===== config.mk =====
export PLATFORM = sky130hd
export DESIGN_NAME = factor_control
export DESIGN_NICKNAME = d
export VERILOG_FILES = /design/src/rtl/factor_control_pkg.sv /design/src/rtl/factor_control_button_debounce.sv /design/src/rtl/factor_control.sv
export SDC_FILE = /design/constraint.sdc
export NUM_CORES = 1
export LEC_CHECK = 0
export BUFFER_PORTS_ARGS = -buffer_cell sky130_fd_sc_hd__buf_2
export CORE_ASPECT_RATIO = 1.25
export CORE_MARGIN = 8
export CORE_UTILIZATION = 56
export DETAILED_ROUTE_END_ITERATION = 10
export PLACE_DENSITY = 0.78
export REMOVE_ABC_BUFFERS = 1
export SLEW_MARGIN = 20
export SYNTH_ARGS = -nofsm -noshare
export SYNTH_HDL_FRONTEND = slang
export SYNTH_HIERARCHICAL = 1
export SYNTH_SLANG_ARGS = --single-unit

===== constraint.sdc =====
create_clock -name factor_control_clk -period 2.9 [get_ports factor_control_clk]
set_clock_uncertainty 0.2 [all_clocks]
set_input_delay 0.58 -clock factor_control_clk [delete_from_list [all_inputs] [get_ports factor_control_clk]]
set_output_delay 0.58 -clock factor_control_clk [all_outputs]
set_load 0.03 [all_outputs]

===== src/rtl/factor_control_pkg.sv =====
// Shared constants, FSM encoding and width helper for the factor_control button stage.
package factor_control_pkg;

    localparam int unsigned FACTOR_W = 5;

    // 100 MHz board timing
    localparam int unsigned DEBOUNCE_CYCLES_DEF = 1_000_000;
    localparam int unsigned HOLD_CYCLES_DEF     = 50_000_000;
    localparam int unsigned REPEAT_CYCLES_DEF   = 10_000_000;

    // Shortened timing for simulation
    localparam int unsigned DEBOUNCE_CYCLES_SIM = 4;
    localparam int unsigned HOLD_CYCLES_SIM     = 20;
    localparam int unsigned REPEAT_CYCLES_SIM   = 5;

    localparam logic [FACTOR_W-1:0] RESET_FACTOR_DEF = 5'd0;
    localparam logic [FACTOR_W-1:0] MAX_FACTOR_DEF   = 5'd31;

    typedef enum logic [1:0] {
        ST_IDLE    = 2'd0,
        ST_HOLD    = 2'd1,
        ST_REPEAT  = 2'd2,
        ST_LOCKOUT = 2'd3
    } fsm_state_t;

    // Counter width able to hold 0..n-1, never narrower than one bit
    function automatic int unsigned cnt_width(input int unsigned n);
        return (n > 1) ? $clog2(n) : 1;
    endfunction

endpackage


===== src/rtl/factor_control_button_debounce.sv =====
// Two-flop synchroniser followed by a stable-sample debouncer for one raw pushbutton.
module button_debounce
    import factor_control_pkg::*;
#(
    parameter int unsigned DEBOUNCE_CYCLES = DEBOUNCE_CYCLES_DEF
) (
    input  logic clk,
    input  logic rst,
    input  logic raw,
    output logic level
);

    localparam int unsigned CNT_W = cnt_width(DEBOUNCE_CYCLES);
    localparam logic [CNT_W-1:0] CNT_LAST = CNT_W'(DEBOUNCE_CYCLES - 1);

    logic             r_sync1;
    logic             r_sync2;
    logic             r_level;
    logic [CNT_W-1:0] r_cnt;

    // Level flips only after DEBOUNCE_CYCLES consecutive samples disagree with it
    always_ff @(posedge clk or negedge rst) begin
        if (!rst) begin
            r_sync1 <= 1'b0;
            r_sync2 <= 1'b0;
            r_level <= 1'b0;
            r_cnt   <= '0;
        end else begin
            r_sync1 <= raw;
            r_sync2 <= r_sync1;
            if (r_sync2 == r_level) begin
                r_cnt <= '0;
            end else if (r_cnt == CNT_LAST) begin
                r_level <= r_sync2;
                r_cnt   <= '0;
            end else begin
                r_cnt <= r_cnt + CNT_W'(1);
            end
        end
    end

    assign level = r_level;

endmodule


===== src/rtl/factor_control.sv =====
// Pushbutton-driven saturating division factor with hold-to-repeat, feeding clock_manager.
module factor_control
    import factor_control_pkg::*;
#(
    parameter int unsigned          DEBOUNCE_CYCLES = DEBOUNCE_CYCLES_DEF,
    parameter int unsigned          HOLD_CYCLES     = HOLD_CYCLES_DEF,
    parameter int unsigned          REPEAT_CYCLES   = REPEAT_CYCLES_DEF,
    parameter logic [FACTOR_W-1:0]  RESET_FACTOR    = RESET_FACTOR_DEF,
    parameter logic [FACTOR_W-1:0]  MAX_FACTOR      = MAX_FACTOR_DEF
) (
    input  logic                factor_control_clk,
    input  logic                factor_control_rst,
    input  logic                factor_control_up,
    input  logic                factor_control_down,
    output logic [FACTOR_W-1:0] factor_control_factor,
    output logic                factor_control_changed,
    output logic                factor_control_at_limit
);

    localparam int unsigned TIMER_W =
        cnt_width((HOLD_CYCLES > REPEAT_CYCLES) ? HOLD_CYCLES : REPEAT_CYCLES);
    localparam logic [TIMER_W-1:0] HOLD_LAST   = TIMER_W'(HOLD_CYCLES - 1);
    localparam logic [TIMER_W-1:0] REPEAT_LAST = TIMER_W'(REPEAT_CYCLES - 1);
    localparam logic RESET_AT_LIMIT = (RESET_FACTOR == '0) || (RESET_FACTOR == MAX_FACTOR);

    logic                w_up_lvl;
    logic                w_dn_lvl;
    logic                r_up_d;
    logic                r_dn_d;
    logic                w_up_rise;
    logic                w_dn_rise;
    logic                w_active;
    logic                w_other;
    logic [TIMER_W-1:0]  w_last;

    fsm_state_t          r_state;
    fsm_state_t          w_state_nxt;
    logic [TIMER_W-1:0]  r_timer;
    logic [TIMER_W-1:0]  w_timer_nxt;
    logic                r_dir;
    logic                w_dir_nxt;
    logic                w_step;
    logic                w_step_up;

    logic [FACTOR_W-1:0] r_factor;
    logic [FACTOR_W-1:0] w_factor_nxt;
    logic                r_changed;
    logic                r_at_limit;

    button_debounce #(.DEBOUNCE_CYCLES(DEBOUNCE_CYCLES)) u_up_debounce (
        .clk   (factor_control_clk),
        .rst   (factor_control_rst),
        .raw   (factor_control_up),
        .level (w_up_lvl)
    );

    button_debounce #(.DEBOUNCE_CYCLES(DEBOUNCE_CYCLES)) u_dn_debounce (
        .clk   (factor_control_clk),
        .rst   (factor_control_rst),
        .raw   (factor_control_down),
        .level (w_dn_lvl)
    );

    assign w_up_rise = w_up_lvl & ~r_up_d;
    assign w_dn_rise = w_dn_lvl & ~r_dn_d;
    assign w_active  = r_dir ? w_up_lvl : w_dn_lvl;
    assign w_other   = r_dir ? w_dn_lvl : w_up_lvl;
    assign w_last    = (r_state == ST_HOLD) ? HOLD_LAST : REPEAT_LAST;

    // Next state, shared timer and step request
    always_comb begin
        w_state_nxt = r_state;
        w_timer_nxt = r_timer;
        w_dir_nxt   = r_dir;
        w_step      = 1'b0;
        w_step_up   = r_dir;
        case (r_state)
            ST_IDLE: begin
                if (w_up_rise && w_dn_rise) begin
                    w_state_nxt = ST_LOCKOUT;
                end else if (w_up_rise || w_dn_rise) begin
                    w_step      = 1'b1;
                    w_step_up   = w_up_rise;
                    w_dir_nxt   = w_up_rise;
                    w_timer_nxt = '0;
                    w_state_nxt = ST_HOLD;
                end
            end
            ST_HOLD, ST_REPEAT: begin
                if (!w_active) begin
                    w_state_nxt = ST_IDLE;
                    w_timer_nxt = '0;
                end else if (w_other) begin
                    w_state_nxt = ST_LOCKOUT;
                    w_timer_nxt = '0;
                end else if (r_timer == w_last) begin
                    w_step      = 1'b1;
                    w_timer_nxt = '0;
                    w_state_nxt = ST_REPEAT;
                end else begin
                    w_timer_nxt = r_timer + TIMER_W'(1);
                end
            end
            ST_LOCKOUT: begin
                if (!w_up_lvl && !w_dn_lvl) begin
                    w_state_nxt = ST_IDLE;
                end
            end
        endcase
    end

    // Saturating step; a step at either limit leaves the factor untouched
    always_comb begin
        w_factor_nxt = r_factor;
        if (w_step) begin
            if (w_step_up) begin
                if (r_factor < MAX_FACTOR) begin
                    w_factor_nxt = r_factor + FACTOR_W'(1);
                end
            end else if (r_factor != '0) begin
                w_factor_nxt = r_factor - FACTOR_W'(1);
            end
        end
    end

    always_ff @(posedge factor_control_clk or negedge factor_control_rst) begin
        if (!factor_control_rst) begin
            r_state    <= ST_IDLE;
            r_timer    <= '0;
            r_dir      <= 1'b0;
            r_up_d     <= 1'b0;
            r_dn_d     <= 1'b0;
            r_factor   <= RESET_FACTOR;
            r_changed  <= 1'b0;
            r_at_limit <= RESET_AT_LIMIT;
        end else begin
            r_state    <= w_state_nxt;
            r_timer    <= w_timer_nxt;
            r_dir      <= w_dir_nxt;
            r_up_d     <= w_up_lvl;
            r_dn_d     <= w_dn_lvl;
            r_factor   <= w_factor_nxt;
            r_changed  <= (w_factor_nxt != r_factor);
            r_at_limit <= (w_factor_nxt == '0) || (w_factor_nxt == MAX_FACTOR);
        end
    end

    assign factor_control_factor   = r_factor;
    assign factor_control_changed  = r_changed;
    assign factor_control_at_limit = r_at_limit;

endmodule

==> run summary <==
status -> completed
post-route setup TNS -> 0 ns
synthesized cell area -> 4500 µm²
clock tree sinks -> 84
DR DRC count -> 0
fmax -> 0.346 GHz
cell taking the most area after synthesis -> dfrtp_1
antenna-violating nets left -> 0
critical path cell sequence -> inv_1 -> ha_1 -> or4b_2 -> a21oi_2 -> o221ai_2 -> o22a_2 -> or4_1 -> mux2i_1
Detailed Routing Iterations Pass 1 -> 4
htree depth -> 3
vias in the first global route -> 3525
starting density of the core -> 57.8%
routed vias/inst -> 5.81
final hold vios -> 0
IO Count -> 11
TritonCTS clock tree -> done
Critical Path Start Type -> flip-flop
clk root buf -> clkbuf_8
detailed placer's ending HPWL -> 6.29 mm
pwr dens -> 388 nW/µm²
RD Place Congestion -> 0.870
total routed wirelength -> 9.40 mm
area grow syn2layout -> 16.0%
die height -> 116 µm
Async S/R FF share, synth -> 100%
Tot GR Track Use -> 17.8%
Synth area leaders -> dfrtp_1 (46%), nor2_1 (5.6%), xnor2_1 (5.3%)
worst setup margin -> 0.00954 ns
die width -> 96.2 µm
min Tclk post-route -> 2.89 ns
Max Slew Vio Count -> 0
Slew @ Worst Pin -> 0.732 ns
period utilization -> 99.7%
CP max FO -> 4
initial DRC count -> 184
DP Worst Slack -> -0.157 ns
share of cells above drive strength 1 -> 20.9%
RSZ-0062 raised after global routing -> true
Post-layout nets -> 520
Max stage delay on crit path -> 0.70 ns
Max Buffers Root-to-Sink -> 2
Mapped Cells -> 454
# setup viols final -> 0
I/O Buffers -> 10
slowest cell on the critical path -> or4b_2
drt wl/cell -> 15.6 µm
Setup Crit Path Kind -> flip-flop to flip-flop
Finished Core Util -> 67.0%
total global routing overflow -> 0
n_diodes -> 0
WP data arrival -> 2.99 ns
synthesized flop and latch total -> 84
Slew HR -> 51.2%
Pwr Total -> 2.03 mW
die footprint -> 11200 µm²
total core area -> 7790 µm²
Syn. warnings -> 6
initial antenna violation count -> 0
Max Cap Viol -> 0
Fin Hold WS -> 0.117 ns
Worst Setup End Kind -> flip-flop
Synth top area share -> 46.1%
WP data required -> 3.00 ns
CTS buffer count -> 9
most used flip-flop cell after synthesis -> dfrtp_1
Worst VDD drop -> 0.357 mV
Synth Area per Inst -> 9.92 µm²
first-pass GRT wire length -> 15.7 mm
sequential-to-total area share from yosys stat -> 46.7%
Cell variety after synth -> 60
row cnt -> 36
Worst-path clk slew -> 0.10 ns
largest net degree at the start of global routing -> 45
total number of vias -> 3501
leakage -> 2.30 nW
Worst Hold Class -> primary input to flip-flop
Clk Latency, worst-skew pair -> 0.37 ns
Post-synth EDFFs -> 0
report_power, final:
part,leakage (nW),internal [mW],switching (mW),total (mW)
registers,1.16,1.18,0.00953,1.19
clock network,0.0886,0.324,0.465,0.789
logic,1.06,0.0134,0.0372,0.0505
cell usage after synthesis (all sizes together), types with 3 or more instances:
cell type	number
and3	9
and2	6
and4	5
or3	7
o22a	5
nor3	19
buf	3
nor4b	6
or4	4
a211oi	3
nor2	67
mux2i	7
clkbuf	3
nor2b	3
nand2b	3
a31oi	4
ha	13
nand3	27
inv	16
nand3b	3
nand2	32
o21ai	17
xnor2	27
dfrtp	83
nand4	16
xor2	25
a21oi	11
nor4	10
critical path: cells and delay by family, from the launching register on:
family / cells / cell delay, ns
and+or+nand+nor: 2 / 1.22
AOI/OAI and AO/OA: 3 / 0.52
DFF: 1 / 0.40
adders and majority gates: 1 / 0.23
muxes: 1 / 0.15
buffers and inverters: 1 / 0.10
registers in the layout (all words and copies together), names as in the netlist, 2 cells and up:
register and cells:
factor_control_factor 5, r_state 2, r_timer 26, u_dn_debounce/r_cnt 20, u_up_debounce/r_cnt 20
area by class of cell:
class	instances	area (µm²)
clock buffer	9	124
fill	585	2570
sequential	84	2100
inverter	16	60.1
clock inverter	7	57.6
tap	95	119
multi-input combinational	348	2430
timing repair buffer	44	327
through the flow:
| step | area (µm²) | cells |
|---|---|---|
| floorplan | 4470 | 448 |
| global placement | 4860 | 581 |
| detailed placement | 4860 | 581 |
| CTS | 5070 | 598 |
| global route | 5220 | 603 |
| finish | 5220 | 603 |
layer usage:
metal,global-route usage [%],wire length [µm],vias up
met2,30.1,4950,72
met4,8.32,157,0
met5,0,0,-
met1,20.8,4010,1716
li1,-,-,1700
met3,3.86,279,13
kinds of logic (layout without fill, tap and decap cells):
family	count (synthesis)	count (layout)	synth area share, %
simple gates	226	226	28.0
flops	84	84	46.7
xor+xnor	52	52	10.1
compound gates	48	48	7.47
buf+inv	22	76	2.06
fa+ha+maj	13	13	3.61
mux	9	9	2.06
worst paths after layout:
check | start | end | slack, ns | cells past startpoint
setup / recovery | factor_control_factor[0]$_DFF_PN0_ | factor_control_at_limit$_DFF_PN1_ | 0.01 | 8
max in group asynchronous | factor_control_rst | factor_control_at_limit$_DFF_PN1_ | 1.29 | 3
hold reg to reg | u_up_debounce/r_sync1$_DFF_PN0_ | u_up_debounce/r_sync2$_DFF_PN0_ | 0.16 | 0
setup reg to reg | factor_control_factor[0]$_DFF_PN0_ | factor_control_at_limit$_DFF_PN1_ | 0.01 | 8
hold / removal | factor_control_up | u_up_debounce/r_sync1$_DFF_PN0_ | 0.12 | 1
min in group asynchronous | factor_control_rst | r_timer[2]$_DFFE_PN0P_ | 0.54 | 2
placed cells by master (no fill, tap or decap), types with 12 or more instances in the layout:
cell      n
dfrtp_1  83
nor2_1   64
nand2_1  32
buf_4    32
xnor2_1  27
nand3_1  26
xor2_1   25
nor3_1   17
o21ai_0  15
inv_1    14
nand4_1  12
ha_1     12
repair_timing:
item                                    in CTS  in global routing
setup buffers                                0                  5
hold endpoints to repair                     4                  0
endpoints found under the setup margin       4                 13
pin swaps                                    0                  4
resized for setup                            4                 22
hold buffers                                 1                  0
Note: power is estimated with default switching activity, not from simulation.
